--- config.mk ---
export PLATFORM = sky130hd
export DESIGN_NAME = imem_port_arbiter
export DESIGN_NICKNAME = d
export VERILOG_FILES = /design/src/rtl/imem_port_arbiter.sv
export SDC_FILE = /design/constraint.sdc
export NUM_CORES = 1
export LEC_CHECK = 0
export ABC_AREA = 1
export CORE_ASPECT_RATIO = 0.5
export CORE_UTILIZATION = 37
export DETAILED_ROUTE_END_ITERATION = 10
export DONT_BUFFER_PORTS = 1
export GPL_ROUTABILITY_DRIVEN = 0
export MAX_ROUTING_LAYER = met4
export SLEW_MARGIN = 20
export SYNTH_ARGS = -nofsm -noshare
export SYNTH_HDL_FRONTEND = slang
export SYNTH_SLANG_ARGS = --single-unit
export TNS_END_PERCENT = 20
--- constraint.sdc ---
create_clock -name clk -period 2.65 [get_ports clk]
set_input_delay 0.265 -clock clk [delete_from_list [all_inputs] [get_ports clk]]
set_output_delay 0.265 -clock clk [all_outputs]
set_load 0.005 [all_outputs]
--- src/rtl/imem_port_arbiter.sv ---
// Arbitrates the single instruction-memory read port between the I-cache refill
// burst path and CPU data-path loads; atomic bursts, round-robin on ties.
module imem_port_arbiter #(
  parameter int ADDR_WIDTH = 32,
  parameter int DATA_WIDTH = 32,
  parameter int BLOCK_SIZE = 8
) (
  input  logic                  clk,
  input  logic                  rst,
  input  logic                  rf_req,
  input  logic [ADDR_WIDTH-1:0] rf_addr,
  input  logic [3:0]            rf_burst_len,
  output logic                  rf_gnt,
  output logic [DATA_WIDTH-1:0] rf_data,
  output logic                  rf_valid,
  output logic                  rf_last,
  input  logic                  dp_req,
  input  logic [ADDR_WIDTH-1:0] dp_addr,
  output logic                  dp_gnt,
  output logic [DATA_WIDTH-1:0] dp_data,
  output logic                  dp_valid,
  output logic [ADDR_WIDTH-1:0] mem_addr,
  input  logic [DATA_WIDTH-1:0] mem_rdata,
  output logic                  busy,
  output logic [1:0]            dbg_state
);

  typedef enum logic [1:0] {
    S_IDLE   = 2'd0,
    S_REFILL = 2'd1,
    S_DATA   = 2'd2
  } state_e;

  localparam int                  OFF_BITS = $clog2(BLOCK_SIZE * 4);
  localparam logic [ADDR_WIDTH-1:0] BLK_MASK =
    ~((ADDR_WIDTH'(1) << OFF_BITS) - ADDR_WIDTH'(1));
  localparam logic [3:0]          MAX_LEN  = 4'(BLOCK_SIZE - 1);

  state_e                  state_q;
  logic                    last_rf_q;
  logic [3:0]              beat_cnt_q;
  logic [3:0]              len_q;
  logic [ADDR_WIDTH-1:0]   base_q;
  logic [ADDR_WIDTH-1:0]   mem_addr_q;
  logic [DATA_WIDTH-1:0]   rf_data_q;
  logic [DATA_WIDTH-1:0]   dp_data_q;
  logic                    rf_valid_q;
  logic                    rf_last_q;
  logic                    dp_valid_q;

  logic                    sel_rf;
  logic                    sel_dp;
  logic [3:0]              len_d;
  logic [ADDR_WIDTH-1:0]   base_d;
  logic [3:0]              beat_nxt;
  logic [ADDR_WIDTH-1:0]   beat_addr;

  // Handshake: a requester holds req (and its address) until it sees gnt=1;
  // the rising edge with req&&gnt is the acceptance edge, req drops after it.
  // gnt is only ever offered from IDLE, to at most one requester per cycle.
  always_comb begin
    sel_rf    = rf_req && (!dp_req || !last_rf_q);
    sel_dp    = dp_req && (!rf_req || last_rf_q);
    len_d     = (rf_burst_len > MAX_LEN) ? MAX_LEN : rf_burst_len;
    base_d    = rf_addr & BLK_MASK;
    beat_nxt  = beat_cnt_q + 4'd1;
    beat_addr = base_q + ADDR_WIDTH'({beat_nxt, 2'b00});
  end

  assign rf_gnt    = (state_q == S_IDLE) && sel_rf;
  assign dp_gnt    = (state_q == S_IDLE) && sel_dp;
  assign busy      = (state_q != S_IDLE);
  assign dbg_state = state_q;
  assign mem_addr  = mem_addr_q;
  assign rf_data   = rf_data_q;
  assign rf_valid  = rf_valid_q;
  assign rf_last   = rf_last_q;
  assign dp_data   = dp_data_q;
  assign dp_valid  = dp_valid_q;

  always_ff @(posedge clk or negedge rst) begin
    if (!rst) begin
      state_q    <= S_IDLE;
      last_rf_q  <= 1'b0;
      beat_cnt_q <= '0;
      len_q      <= '0;
      base_q     <= '0;
      mem_addr_q <= '0;
      rf_data_q  <= '0;
      dp_data_q  <= '0;
      rf_valid_q <= 1'b0;
      rf_last_q  <= 1'b0;
      dp_valid_q <= 1'b0;
    end else begin
      rf_valid_q <= 1'b0;
      rf_last_q  <= 1'b0;
      dp_valid_q <= 1'b0;
      case (state_q)
        S_IDLE: begin
          if (rf_gnt) begin
            state_q    <= S_REFILL;
            base_q     <= base_d;
            len_q      <= len_d;
            beat_cnt_q <= '0;
            mem_addr_q <= base_d;
            last_rf_q  <= 1'b1;
          end else if (dp_gnt) begin
            state_q    <= S_DATA;
            mem_addr_q <= dp_addr;
            last_rf_q  <= 1'b0;
          end
        end
        S_REFILL: begin
          rf_data_q  <= mem_rdata;
          rf_valid_q <= 1'b1;
          beat_cnt_q <= beat_nxt;
          // The final beat leaves mem_addr on the last word so it never leaves the block.
          if (beat_cnt_q == len_q) begin
            rf_last_q <= 1'b1;
            state_q   <= S_IDLE;
          end else begin
            mem_addr_q <= beat_addr;
          end
        end
        S_DATA: begin
          dp_data_q  <= mem_rdata;
          dp_valid_q <= 1'b1;
          state_q    <= S_IDLE;
        end
        default: state_q <= S_IDLE;
      endcase
    end
  end

endmodule

# After elaboration in Yosys (flattened, before gate mapping)
# Cells that the tools add are included.
dict set report classes {
  addsub 2
  magnitude_cmp 1
  eq_ne 7
  n_mux 17
  reduce_logical 18
}
# operator n
set op_table {}
lappend op_table {{2-to-1 mux 32 bit} 3}
lappend op_table {{case mux 32 bit (2 select lines)} 1}
lappend op_table {{adder 32 x 6 -> 32 bit} 1}
lappend op_table {{2-to-1 mux 4 bit} 2}
lappend op_table {{case mux 4 bit (2 select lines)} 1}
lappend op_table {{AND reduction 2 bit} 4}
lappend op_table {{2-to-1 mux 1 bit} 6}
lappend op_table {{2-to-1 mux 2 bit} 3}
lappend op_table {{inequality test 2 bit, second input constant} 3}
lappend op_table {{nonzero test 2 bit} 3}
lappend op_table {{adder 4 x 1 -> 4 bit, second input constant} 1}
lappend op_table {{equality test 4 bit} 1}
lappend op_table {{greater-than comparator 4 x 3 -> 1 bit, second input constant} 1}
lappend op_table {{logical AND 1 bit} 4}
lappend op_table {{case mux 2 bit (2 select lines)} 1}
lappend op_table {{zero test 1 bit} 3}
lappend op_table {{inequality test 3 bit, second input constant} 1}
lappend op_table {{AND reduction 3 bit} 1}
lappend op_table {{equality test 2 x 1 -> 1 bit, second input constant} 1}
lappend op_table {{equality test 2 bit, second input constant} 1}
lappend op_table {{zero test 2 bit} 1}
lappend op_table {{logical OR 1 bit} 2}
dict set report totals {
  reg_bits 137
  in_bits 104
  output_inout_bits 104
  wordCells 56
}

# Logic depth before layout (Yosys ltp)
# Gate-level depths: netlist (run 1).
dict set report logic_depth {
  depth_word 7
  depth_mapped 13
}

# Least setup slack after synthesis (run 1)
# OpenSTA, ideal clock, no wires.
dict set report synth_path {
  path_kind {reg2reg}
  startpoint {reg beat_cnt_q[2]}
  endpoint {reg mem_addr_q[19], in the netlist mem_addr[19]}
  arrival_ps 1784
  required_ps 2533
  setup_slack_ps 750
  stages_incl_launch_ff 14
  period_less_slack_ps 1900
  path_cell_list {dfrtp_1 -> nand3_1 -> xor2_1 -> ha_1 -> ha_1 -> nand2_1 -> nor2_4 -> nand2_1 -> nor2_2 -> nand2_1 -> nand3_1 -> nand2_1 -> nand2_1 -> nand2_1}
}
dict set report synth_via {
  elab_chain_len 4
  elab_cells_between_ends 7
}
# element line
set synth_lines {}
lappend synth_lines {{from (decl)} 41} ;# logic [3:0] beat_cnt_q;
lappend synth_lines {{from (signal assigned)} 116} ;# beat_cnt_q <= beat_nxt;
lappend synth_lines {{adder 4 x 1 -> 4 bit} 66} ;# beat_nxt = beat_cnt_q + 4'd1;
lappend synth_lines {{adder 32 x 6 -> 32 bit} 67} ;# beat_addr = base_q + ADDR_WIDTH'({beat_nxt, 2'b00});
lappend synth_lines {{2-to-1 mux 32 bit} 118} ;# if (beat_cnt_q == len_q) begin
lappend synth_lines {{case mux 32 bit (2 select lines)} 98} ;# case (state_q)
lappend synth_lines {{to (signal assigned)} 105} ;# mem_addr_q <= base_d;
lappend synth_lines {{to (signal assigned)} 109} ;# mem_addr_q <= dp_addr;
lappend synth_lines {{to (signal assigned)} 122} ;# mem_addr_q <= beat_addr;
lappend synth_lines {{to (decl)} 44} ;# logic [ADDR_WIDTH-1:0] mem_addr_q;
# Parallel ways exist; a longest one is shown, timed or not. The select of a mux whose other input is x is not followed.
# A chain may end at the register's enable or synchronous reset.

# Worst setup path in the final report (run 1)
dict set report layout_path {
  startpoint {reg state_q[1], in the netlist dbg_state[1]}
  endpoint {out rf_gnt}
}
dict set report layout_via {
  elab_chain_len 2
}
# element line
set layout_lines {}
lappend layout_lines {{from (decl)} 39} ;# state_e state_q;
lappend layout_lines {{from (signal assigned)} 83} ;# state_q <= S_IDLE;
lappend layout_lines {{from (signal assigned)} 101} ;# state_q <= S_REFILL;
lappend layout_lines {{from (signal assigned)} 108} ;# state_q <= S_DATA;
lappend layout_lines {{zero test 2 bit} 70} ;# assign rf_gnt = (state_q == S_IDLE) && sel_rf;
lappend layout_lines {{logical AND 1 bit} 70}
lappend layout_lines {{to (decl)} 13} ;# output logic rf_gnt,
# Every way passes these cells.

==> summary.md, run 1 <==
| Metric | Value |
|---|---|
| Top cells by area, synth | `dfrtp_1 53%, nand2_1 15%, o21ai_0 8.1%` |
| CORE AREA | `roughly 17,000 µm²` |
| Hold Slack | `-0.455 ns` |
| Syn Inst Count | `roughly 820` |
| Total routed wirelength | `around 16,000 µm` |
| FP Rows | `33` |
| Final TNS setup | `0 ns` |
| Synthesis-stage register bit count | `~140` |
| Worst r2r path cells | `6` |
| Post-route ant nets | `0` |
| Vias in the first global route | `~5,000` |
| Average wire per standard cell | `roughly 15 µm` |
| CTS tree | `built` |
| Cell taking the most area after synthesis | `dfrtp_1` |
| Multi-input combinational cell area | `between 2000 and 2500 µm²` |
| Drt pass-1 iters | `5` |
| Max Cap Viol | `0` |
| Die area | `about 18,000 µm²` |
| Layout cells sized above 1 | `7.54%` |
| Top-area cell type share of the netlist area | `53.2%` |
| Area grow syn2layout | `16.2%` |
| Hold Violations, Final | `about 140` |
| Post-CTS Hold Buffers | `25` |
| IO Port Bufs | `0` |
| Clk_lat worst skew | `0.42 ns` |
| Most common cell after layout, fill and taps aside | `nand2_1` |
| Register area share after synthesis | `53.2%` |
| Final #Nets | `~940` |
| Rel. slew slack | `59.1%` |
| RSZ-0062 raised after global routing | `false` |
| Crit end category | `output pin` |
| Int Pwr | `between 5 and 6 mW` |
| Cts bufs inserted | `17` |
| GRT Util Overall | `a little under 20%` |
| Crit Path Max Fanout | `21` |
| Syn nets | `around 920` |
| DP HPWL | `between 10,000 and 15,000 µm` |
| Clk_skew | `between 0.01 and 0.015 ns` |
| Initial core utilization | `approximately 39%` |
| Vias post-DR | `5,192` |
| CTS Sinks | `137` |
| Hold Path Class | `in -> async` |
| Clock slew at reported path FFs | `approximately 0.060 ns` |
| Switching power | `~3.8 mW` |
| Sw Share | `around two fifths` |
| Filler Cell Count | `roughly 1,700` |
| Clk root buf | `clkbuf_16` |
| H-Tree Depth | `4` |
| Commonest non-fill, non-tap cells in the layout | `260 x nand2_1, 137 x dfrtp_1, 104 x o21ai_0, 100 x inv_1, 61 x nor2_1` |
| DIE HEIGHT | `about 95 µm` |
| Worst-Margin Slew | `about 0.61 ns` |
| WS Path Type | `reg -> out` |
| I/O pins | `approximately 210` |
| Worst vdd ir | `between 0.0006 and 0.0007 V` |
| Clock buffer depth | `2` |
| Final Slew Violations | `0` |
| Largest net degree at the start of global routing | `138` |
| Final period util | `84.2%` |
| Vias per cell | `about 4.8` |
| Clock network power share | `a little over a quarter` |
| Fin crit period | `roughly 2.2 ns` |
| Antenna fix cells | `0` |
| Fmax achieved | `approximately 450 MHz` |
| Gate power share | `about 31%` |
| Residual DRC | `0` |
| Leakage power | `about 3.7 nW` |
| Post-synth cell types | `28` |
| Violated checks | `negative hold slack` |
| Power Density | `between 1000 and 1500 nW/µm²` |
| Non-Filler Instances | `1,076` |
| Final global-route overflow total | `0` |
| Final setup viols | `0` |
| First-pass GRT wire length | `26,300 µm` |
| Run status | `finished with violations` |
| Initial antenna violation count | `0` |
| Post-Syn Area per Cell | `around 7.9 µm²` |
| Setup crit start kind | `flop` |
| Worst EP required | `around 2.4 ns` |
| Synth Warn # | `0` |
| Critical path arrival | `about 2 ns` |
| Cell count after placement | `1,020` |
| # resized after CTS | `0` |
| Sequential Area | `3430 µm²` |
| Die width | `~190 µm` |
| Cell area after synthesis | `6450 µm²` |
| Flop pwr share | `42.4%` |
| Iter 0 DRT Violations | `roughly 400` |
per-stage QoR:
step / power (mW) / setup WS [ns] / area, µm² / util [%]
2_1_floorplan: 6.24 / 0.750 / 6450 / -
3_3_place_gp: 6.92 / 0.470 / 6620 / 39.6
3_5_place_dp: 7.04 / 0.462 / 6620 / 39.6
4_1_cts: 9.67 / 0.383 / 7490 / 44.8
5_1_grt: 10.4 / 0.199 / 7490 / 44.8
6_report: 9.55 / 0.418 / 7490 / 44.8
state kept, by name, summed over array words and instances, names as in the netlist:
signal / flops
mem_addr: 32
rf_last: 1
beat_cnt_q: 4
dbg_state: 2
dp_valid: 1
dp_data: 32
last_rf_q: 1
base_q: 27
rf_valid: 1
rf_data: 32
len_q: 4
layout make-up:
class                      instances  share of cell area, %
sequential                       137                   45.7
clock buffer                      20                   6.09
clock inverter                    11                   2.27
tap                              227                   3.79
inverter                         107                   5.36
timing repair buffer              34                   4.24
multi-input combinational        540                   32.5
critical path, stage by stage, from the launching register on:
cell	delay [ns]
dfrtp_1	0.47
nor2_2	0.17
inv_1	0.14
nor2_4	0.49
buf_4	0.27
metal layers:
metal | track usage, % | vias to the layer above | part of all wire (%) | routed length (µm)
met2 | 31.4 | 124 | 48 | 7810
li1 | - | 2592 | - | -
met1 | 24.7 | 2463 | 46 | 7470
met5 | - | - | 0 | 0
met3 | 4.78 | 13 | 4.9 | 802
met4 | 5.31 | 0 | 0.94 | 153
cells by family after synthesis:
group | Yosys count | share of synthesized area, %
simple gates | 379 | 24.3
compound gates | 157 | 12.8
buf+inv | 139 | 9.04
flops | 137 | 53.2
fa+ha+maj | 3 | 0.582
xor+xnor | 1 | 0.136
worst paths after layout:
check	startpoint	to	slack (ns)
hold reg to reg	base_q[5]	base_q[5]	0.49
min in group clk	mem_rdata[22]	dp_data[22]	0.02
max in group asynchronous	rst	mem_addr[16]	2.95
setup reg to reg	dbg_state[1]	len_q[2]	0.43
setup / recovery	dbg_state[1]	rf_gnt	0.42
hold / removal	rst	rf_data[17]	-0.46
Yosys cell counts:
master,instances
nand2_1,260
dfrtp_1,137
o21ai_0,104
inv_1,100
nor2_1,61
nand3_1,37
a21oi_1,27
buf_2,13
clkbuf_1,10
o21bai_1,8
o22ai_1,8
inv_2,7
o21ai_1,7
buf_4,6
nor2_2,6
nor2_4,6
buf_6,3
ha_1,3
and2_1,2
nand2_2,2
nand3_2,2
a21boi_0,1
a21oi_2,1
nand2_4,1
nand3b_1,1
nand4_1,1
o211ai_1,1
xor2_1,1
repair_timing:
item / 4_1_cts / 5_1_grt
hold endpoints to repair: 162 / 137
setup buffers: 0 / 0
endpoints found under the setup margin: 0 / 0
power groups by stage:
stage               logic (mW)  clock network (mW)  registers [mW]
finish                    2.95                2.55            4.05
global route              3.48                2.70            4.18
CTS                       3.00                2.61            4.06
detailed placement        2.97                   0            4.07
global placement          2.86                   0            4.06
floorplan                 2.44                   0            3.80
(Power assumes the default switching activity.)
==> inputs of run 2 (changes only) <==
clock period = 2.06 ns   (was 2.65 ns; I/O delays follow)
==> summary.md, run 2 (synthesized netlist as in run 1, its figures left out) <==
| Metric | Value |
|---|---|
| Run status | `finished with violations (unchanged)` |
| Violated checks | `negative hold slack (unchanged)` |
| Crit Path Max Fanout | `4 (was 21)` |
| Hold Path Class | `in -> async (unchanged)` |
| Final period util | `approximately 100%` |
| Post-CTS Hold Buffers | `73 (was 25)` |
| Grt met3 use | `4.01% (was 4.78%)` |
| Commonest non-fill, non-tap cells in the layout | `256 x nand2_1, 136 x dfrtp_1, 101 x o21ai_0, 98 x inv_1, 73 x dlygate4sd3_1 (was 260 x nand2_1, 137 x dfrtp_1, 104 x o21ai_0, 100 x inv_1, 61 x nor2_1)` |
| Vias post-DR | `5,515 (was 5,192)` |
| Layout cells sized above 1 | `10.5% (was 7.54%)` |
| Average wire per standard cell | `15.0 µm (was 15.1 µm)` |
| Residual DRC | `0 (unchanged)` |
| Worst-Margin Slew | `0.905 ns (was 0.612 ns)` |
| Initial core utilization | `38.6% (unchanged)` |
| DP Area | `6690 µm² (was 6620 µm²)` |
| Die area | `18,000 µm² (unchanged)` |
| Clk root buf | `clkbuf_16 (unchanged)` |
| Final TNS setup | `0 ns (unchanged)` |
| Cts bufs inserted | `17 (unchanged)` |
| Total routed wirelength | `17,100 µm (was 16,200 µm)` |
| Clock slew at reported path FFs | `0.06 ns (about the same)` |
| Hold Violations, Final | `137 (unchanged)` |
| GR Layer Usage met2 | `32.8% (was 31.4%)` |
| IO Port Bufs | `0 (unchanged)` |
| Vias in the first global route | `5,348 (was 5,040)` |
| Crit end category | `flop (was output pin)` |
| Max Cap Viol | `0 (unchanged)` |
| Drt pass-1 iters | `7 (was 5)` |
| Worst path cell trace | `nand3_2 -> xor2_2 -> ha_2 -> ha_4 -> nand2_2 -> nor2_4 -> buf_6 -> nand3_1 -> o211ai_1 -> nand2_1 -> nand2_1 -> nand2_1 (was nor2_2 -> inv_1 -> nor2_4 -> buf_4)` |
| CTS tree | `built (unchanged)` |
| Pre-CTS setup slack | `-0.0277 ns (was 0.462 ns)` |
| FP Rows | `33 (unchanged)` |
| RSZ-0062 raised after global routing | `true (was false)` |
| CORE AREA | `16,700 µm² (unchanged)` |
| Post-route ant nets | `0 (unchanged)` |
| Largest net degree at the start of global routing | `138 (unchanged)` |
| Final instance area | `8180 µm² (was 7490 µm²)` |
| Worst vdd ir | `0.000795 V (was 0.000629 V)` |
| Iter 0 DRT Violations | `379 (was 401)` |
| DP HPWL | `11,000 µm (about the same)` |
| CTS Sinks | `137 (unchanged)` |
| Final #Nets | `1,005 (was 944)` |
| GRT Util Overall | `20.0% (was 19.5%)` |
| Critical path arrival | `2.36 ns (was 1.97 ns)` |
| Antenna fix cells | `0 (unchanged)` |
| Final global-route overflow total | `0 (unchanged)` |
| Power Density | `1530 nW/µm² (was 1270 nW/µm²)` |
| Busiest grt layer | `met2 (unchanged)` |
| Overall power | `12.5 mW (was 9.55 mW)` |
| I/O pins | `208 (unchanged)` |
| Fmax achieved | `488 MHz` |
| First-pass GRT wire length | `27,200 µm (was 26,300 µm)` |
| Worst path most repeated cell | `nand2_1` |
| Clock buffer depth | `2 (unchanged)` |
| Worst EP required | `2.37 ns (was 2.38 ns)` |
| Setup crit start kind | `flop (unchanged)` |
| Leakage power | `4.00 nW (was 3.71 nW)` |
| Fin crit period | `2.05 ns` |
| Final setup viols | `0 (unchanged)` |
| Non-Filler Instances | `1,138 (was 1,076)` |
| Clk_skew | `0.0116 ns (was 0.0101 ns)` |
| Rel. slew slack | `39.6% (was 59.1%)` |
| Slowest library cell on the worst path | `dfrtp_1 (was nor2_4)` |
| Setup ws final | `0.0110 ns (was 0.418 ns)` |
| WS Path Type | `reg -> reg (was reg -> out)` |
| Met1 usage | `24.7% (about the same)` |
| H-Tree Depth | `4 (unchanged)` |
| Hold Slack | `-0.519 ns (was -0.455 ns)` |
| Initial antenna violation count | `0 (unchanged)` |
| Final Slew Violations | `0 (unchanged)` |
| Die width | `189 µm (unchanged)` |
| CP max stage delay | `0.37 ns (was 0.49 ns)` |
| Vias per cell | `4.85 (was 4.83)` |
| Cell count after placement | `1,026 (was 1,020)` |
| End-of-flow core utilization | `48.9% (was 44.8%)` |
| DIE HEIGHT | `95.3 µm (unchanged)` |
| Clk_lat worst skew | `0.42 ns (about the same)` |
| Most common cell after layout, fill and taps aside | `nand2_1 (unchanged)` |
| Area grow syn2layout | `26.9% (was 16.2%)` |
[run 2: cell types whose count changed in the layout (fill, tap and decap cells not counted), sizes merged, moves of 2 or more]
cell         delta
dlygate4sd3    +48
inv             +4
clkbuf          -3
buf            +13
clkinvlp        -2
clkinv          +3
[run 2: per-layer routing]
| metal | share of wire, % | wire length, µm |
|---|---|---|
| met1 | 45 | 7710 |
| met2 | 48 | 8220 |
| met3 | 5.2 | 882 |
| met4 | 1.5 | 260 |
| met5 | 0 | 0 |
[run 2: layout make-up]
type	count	area (µm²)
inverter	107	402
multi-input combinational	540	2520
fill	1590	8540
clock buffer	17	425
timing repair buffer	95	925
sequential	137	3430
clock inverter	15	191
tap	227	284
[run 2: worst paths after layout]
check                         startpoint            to  cells after the start  slack [ns]
setup / recovery           beat_cnt_q[2]  mem_addr[15]                     12        0.01
hold / removal                       rst   dp_data[25]                      0       -0.52
setup reg to reg           beat_cnt_q[2]  mem_addr[15]                     12        0.01
hold reg to reg                base_q[5]     base_q[5]                      2        0.49
max in group asynchronous            rst    base_q[31]                      0        2.39
min in group clk                  rf_req  dbg_state[1]                      3        0.03
[run 2: worst max-delay path, delay by kind of cell (launching register included)]
kind	cells	cell delay, ns
AND/OR/NAND/NOR	7	0.64
flip-flops	1	0.37
adder cells (fa/ha/maj)	2	0.37
AO/OA/AOI/OAI	1	0.22
XOR/XNOR	1	0.19
buffers and inverters	1	0.14
[run 2: power breakdown]
group	switching [mW]	total (mW)	internal, mW
sequential	1.18	5.21	4.03
combinational	2.63	4.12	1.49
clock	1.27	3.21	1.94
[run 2: timing repair]
action	4_1_cts	5_1_grt
hold endpoints to repair	240	137
pin swaps	0	12
buffers inserted	0	7
gates resized for setup	2	25
setup endpoints to repair	10	20
==> inputs of run 3 (changes only) <==
--- a/config.mk
+++ b/config.mk
@@ -8,2 +8,3 @@
 export ABC_AREA = 1
+export CAP_MARGIN = 20
 export CORE_ASPECT_RATIO = 0.5
==> constraint.sdc (replaced) <==
create_clock -name clk -period 2.06 [get_ports clk]
set_input_delay 0.412 -clock clk [delete_from_list [all_inputs] [get_ports clk]]
set_output_delay 0.412 -clock clk [all_outputs]
set_load 0.005 [all_outputs]
==> summary.md, run 3 (synthesized netlist as in run 1, its figures left out) <==
| Metric | Value |
|---|---|
| First-pass GRT wire length | `25,800 µm (was 27,200 µm)` |
| Clk_skew | `0.00953 ns (was 0.0116 ns)` |
| Clock slew at reported path FFs | `0.06 ns (about the same)` |
| Total routed wirelength | `16,200 µm (was 17,100 µm)` |
| FP Rows | `33 (unchanged)` |
| I/O pins | `208 (unchanged)` |
| Crit end category | `flop (unchanged)` |
| Worst-Margin Slew | `0.925 ns (was 0.905 ns)` |
| Slowest library cell on the worst path | `dfrtp_1 (unchanged)` |
| CORE AREA | `16,700 µm² (unchanged)` |
| Drt pass-1 iters | `5 (was 7)` |
| Worst EP required | `2.37 ns (about the same)` |
| RSZ-0062 raised after global routing | `true (unchanged)` |
| Commonest non-fill, non-tap cells in the layout | `257 x nand2_1, 137 x dfrtp_1, 101 x o21ai_0, 97 x inv_1, 59 x nor2_1 (was 256 x nand2_1, 136 x dfrtp_1, 101 x o21ai_0, 98 x inv_1, 73 x dlygate4sd3_1)` |
| CP max stage delay | `0.40 ns (was 0.37 ns)` |
| Largest net degree at the start of global routing | `138 (unchanged)` |
| Post-route ant nets | `0 (unchanged)` |
| DP HPWL | `11,000 µm (about the same)` |
| Worst path most repeated cell | `nand2_1 (unchanged)` |
| Run status | `finished with violations (unchanged)` |
| Power Density | `1690 nW/µm² (was 1530 nW/µm²)` |
| Hold Slack | `-0.313 ns (was -0.519 ns)` |
| Critical path arrival | `2.36 ns (about the same)` |
| Final global-route overflow total | `0 (unchanged)` |
| Fmax achieved | `486 MHz (was 488 MHz)` |
| Clock network power share | `27.4% (was 25.6%)` |
| Vias per cell | `4.87 (was 4.85)` |
| Non-Filler Instances | `1,065 (was 1,138)` |
| Worst path cell trace | `nand3_2 -> xor2_2 -> ha_2 -> ha_4 -> nand2_2 -> nor2_4 -> buf_6 -> nand3_2 -> o211ai_1 -> nand2_1 -> nand2_1 -> nand2_1 (was nand3_2 -> xor2_2 -> ha_2 -> ha_4 -> nand2_2 -> nor2_4 -> buf_6 -> nand3_1 -> o211ai_1 -> nand2_1 -> nand2_1 -> nand2_1)` |
| Initial core utilization | `38.6% (unchanged)` |
| IO Port Bufs | `0 (unchanged)` |
| Flop pwr share | `40.9% (was 41.6%)` |
| Layout cells sized above 1 | `12.1% (was 10.5%)` |
| Final TNS setup | `0 ns (unchanged)` |
| Vias in the first global route | `5,029 (was 5,348)` |
| Vias post-DR | `5,191 (was 5,515)` |
| H-Tree Depth | `4 (unchanged)` |
| Max Cap Viol | `0 (unchanged)` |
| Clk root buf | `clkbuf_16 (unchanged)` |
| Int Pwr | `7.74 mW (was 7.46 mW)` |
| Rel. slew slack | `38.3% (was 39.6%)` |
| Hold Violations, Final | `137 (unchanged)` |
| DIE HEIGHT | `95.3 µm (unchanged)` |
| Final period util | `99.8% (was 99.5%)` |
| CTS Sinks | `137 (unchanged)` |
| Sw Share | `39.1% (was 40.5%)` |
| Antenna fix cells | `0 (unchanged)` |
| Fin crit period | `2.06 ns (was 2.05 ns)` |
| Crit Path Max Fanout | `5 (was 4)` |
| GRT Util Overall | `19.0% (was 20.0%)` |
| Leakage power | `3.75 nW (was 4.00 nW)` |
| Area grow syn2layout | `16.7% (was 26.9%)` |
| Average wire per standard cell | `15.2 µm (was 15.0 µm)` |
| Final #Nets | `932 (was 1,005)` |
| Setup crit start kind | `flop (unchanged)` |
| Switching power | `4.97 mW (was 5.08 mW)` |
| Overall power | `12.7 mW (was 12.5 mW)` |
| Worst r2r path cells | `12 (unchanged)` |
| CTS tree | `built (unchanged)` |
| WS Path Type | `reg -> reg (unchanged)` |
| Worst vdd ir | `0.000789 V (was 0.000795 V)` |
| Die width | `189 µm (unchanged)` |
| Gate power share | `31.7% (was 32.8%)` |
| Cts bufs inserted | `17 (unchanged)` |
| Clk_lat worst skew | `0.42 ns (about the same)` |
| Clock buffer depth | `2 (unchanged)` |
| Initial antenna violation count | `0 (unchanged)` |
| Iter 0 DRT Violations | `283 (was 379)` |
| Die area | `18,000 µm² (unchanged)` |
| Cell count after placement | `1,027 (was 1,026)` |
| Final setup viols | `0 (unchanged)` |
| Residual DRC | `0 (unchanged)` |
| Violated checks | `negative hold slack (unchanged)` |
| Most common cell after layout, fill and taps aside | `nand2_1 (unchanged)` |
| Hold Path Class | `in -> async (unchanged)` |
| Final Slew Violations | `0 (unchanged)` |
==> run 3: cell types whose count changed in the layout (fill, tap and decap cells not counted), sizes merged <==
cell         delta
inv             -5
clkbuf          +4
bufinv          +2
dlygate4sd3    -73
clkinvlp        -1
==> run 3: path summary, 6_finish.rpt <==
path | to | start | slack [ns]
min in group clk | base_q[5] | rf_addr[5] | 0.14
worst max register to register | mem_addr[15] | beat_cnt_q[2] | 0.004
worst max-delay path | mem_addr[15] | beat_cnt_q[2] | 0.004
worst min-delay path | rf_data[23] | rst | -0.31
max in group asynchronous | base_q[19] | rst | 2.23
worst min register to register | base_q[5] | base_q[5] | 0.51
==> run 3: timing repair <==
action	4_1_cts	5_1_grt
pin swaps	2	16
resized for setup	1	33
gates cloned	0	0
endpoints found under the setup margin	9	21
hold endpoints to repair	137	137
setup buffers	0	6
==> run 3: area by class of cell <==
class | instances | area [µm²]
fill | 1678 | 9200
sequential | 137 | 3430
multi-input combinational | 540 | 2540
clock buffer | 21 | 480
inverter | 107 | 404
tap | 227 | 284
timing repair buffer | 22 | 198
clock inverter | 11 | 191
==> run 3: routing by layer <==
layer  track usage [%]  wire [µm]  up-vias
met4              5.17        148        0
met1              23.8       7430     2477
met3              4.64        756       16
met5                 -          0        -
met2              31.1       7850      124
li1                  -          -     2574
==> run 3: power by group through the flow <==
stage / registers, mW / logic [mW] / clock network, mW
2_1_floorplan: 4.89 / 3.14 / 0
3_3_place_gp: 5.21 / 3.78 / 0
3_5_place_dp: 5.23 / 3.92 / 0
4_1_cts: 5.21 / 3.93 / 3.55
5_1_grt: 5.39 / 4.71 / 3.67
6_report: 5.20 / 4.02 / 3.48
==> run 3: critical path, delay by kind of cell (launching register included) <==
kind | cells | cell delay (ns)
flops | 1 | 0.40
compound gates | 1 | 0.21
xor+xnor | 1 | 0.17
fa+ha+maj | 2 | 0.37
buf+inv | 1 | 0.14
simple gates | 7 | 0.66
==> run 3: per-stage QoR <==
step / instance area [µm²] / worst slack, ns / utilization (%)
2_1_floorplan: 6450 / 0.160 / -
3_3_place_gp: 6700 / -0.00693 / 40.0
3_5_place_dp: 6700 / -0.0237 / 40.0
4_1_cts: 7370 / 0.00492 / 44.1
5_1_grt: 7520 / -0.112 / 45.0
6_report: 7520 / 0.00424 / 45.0
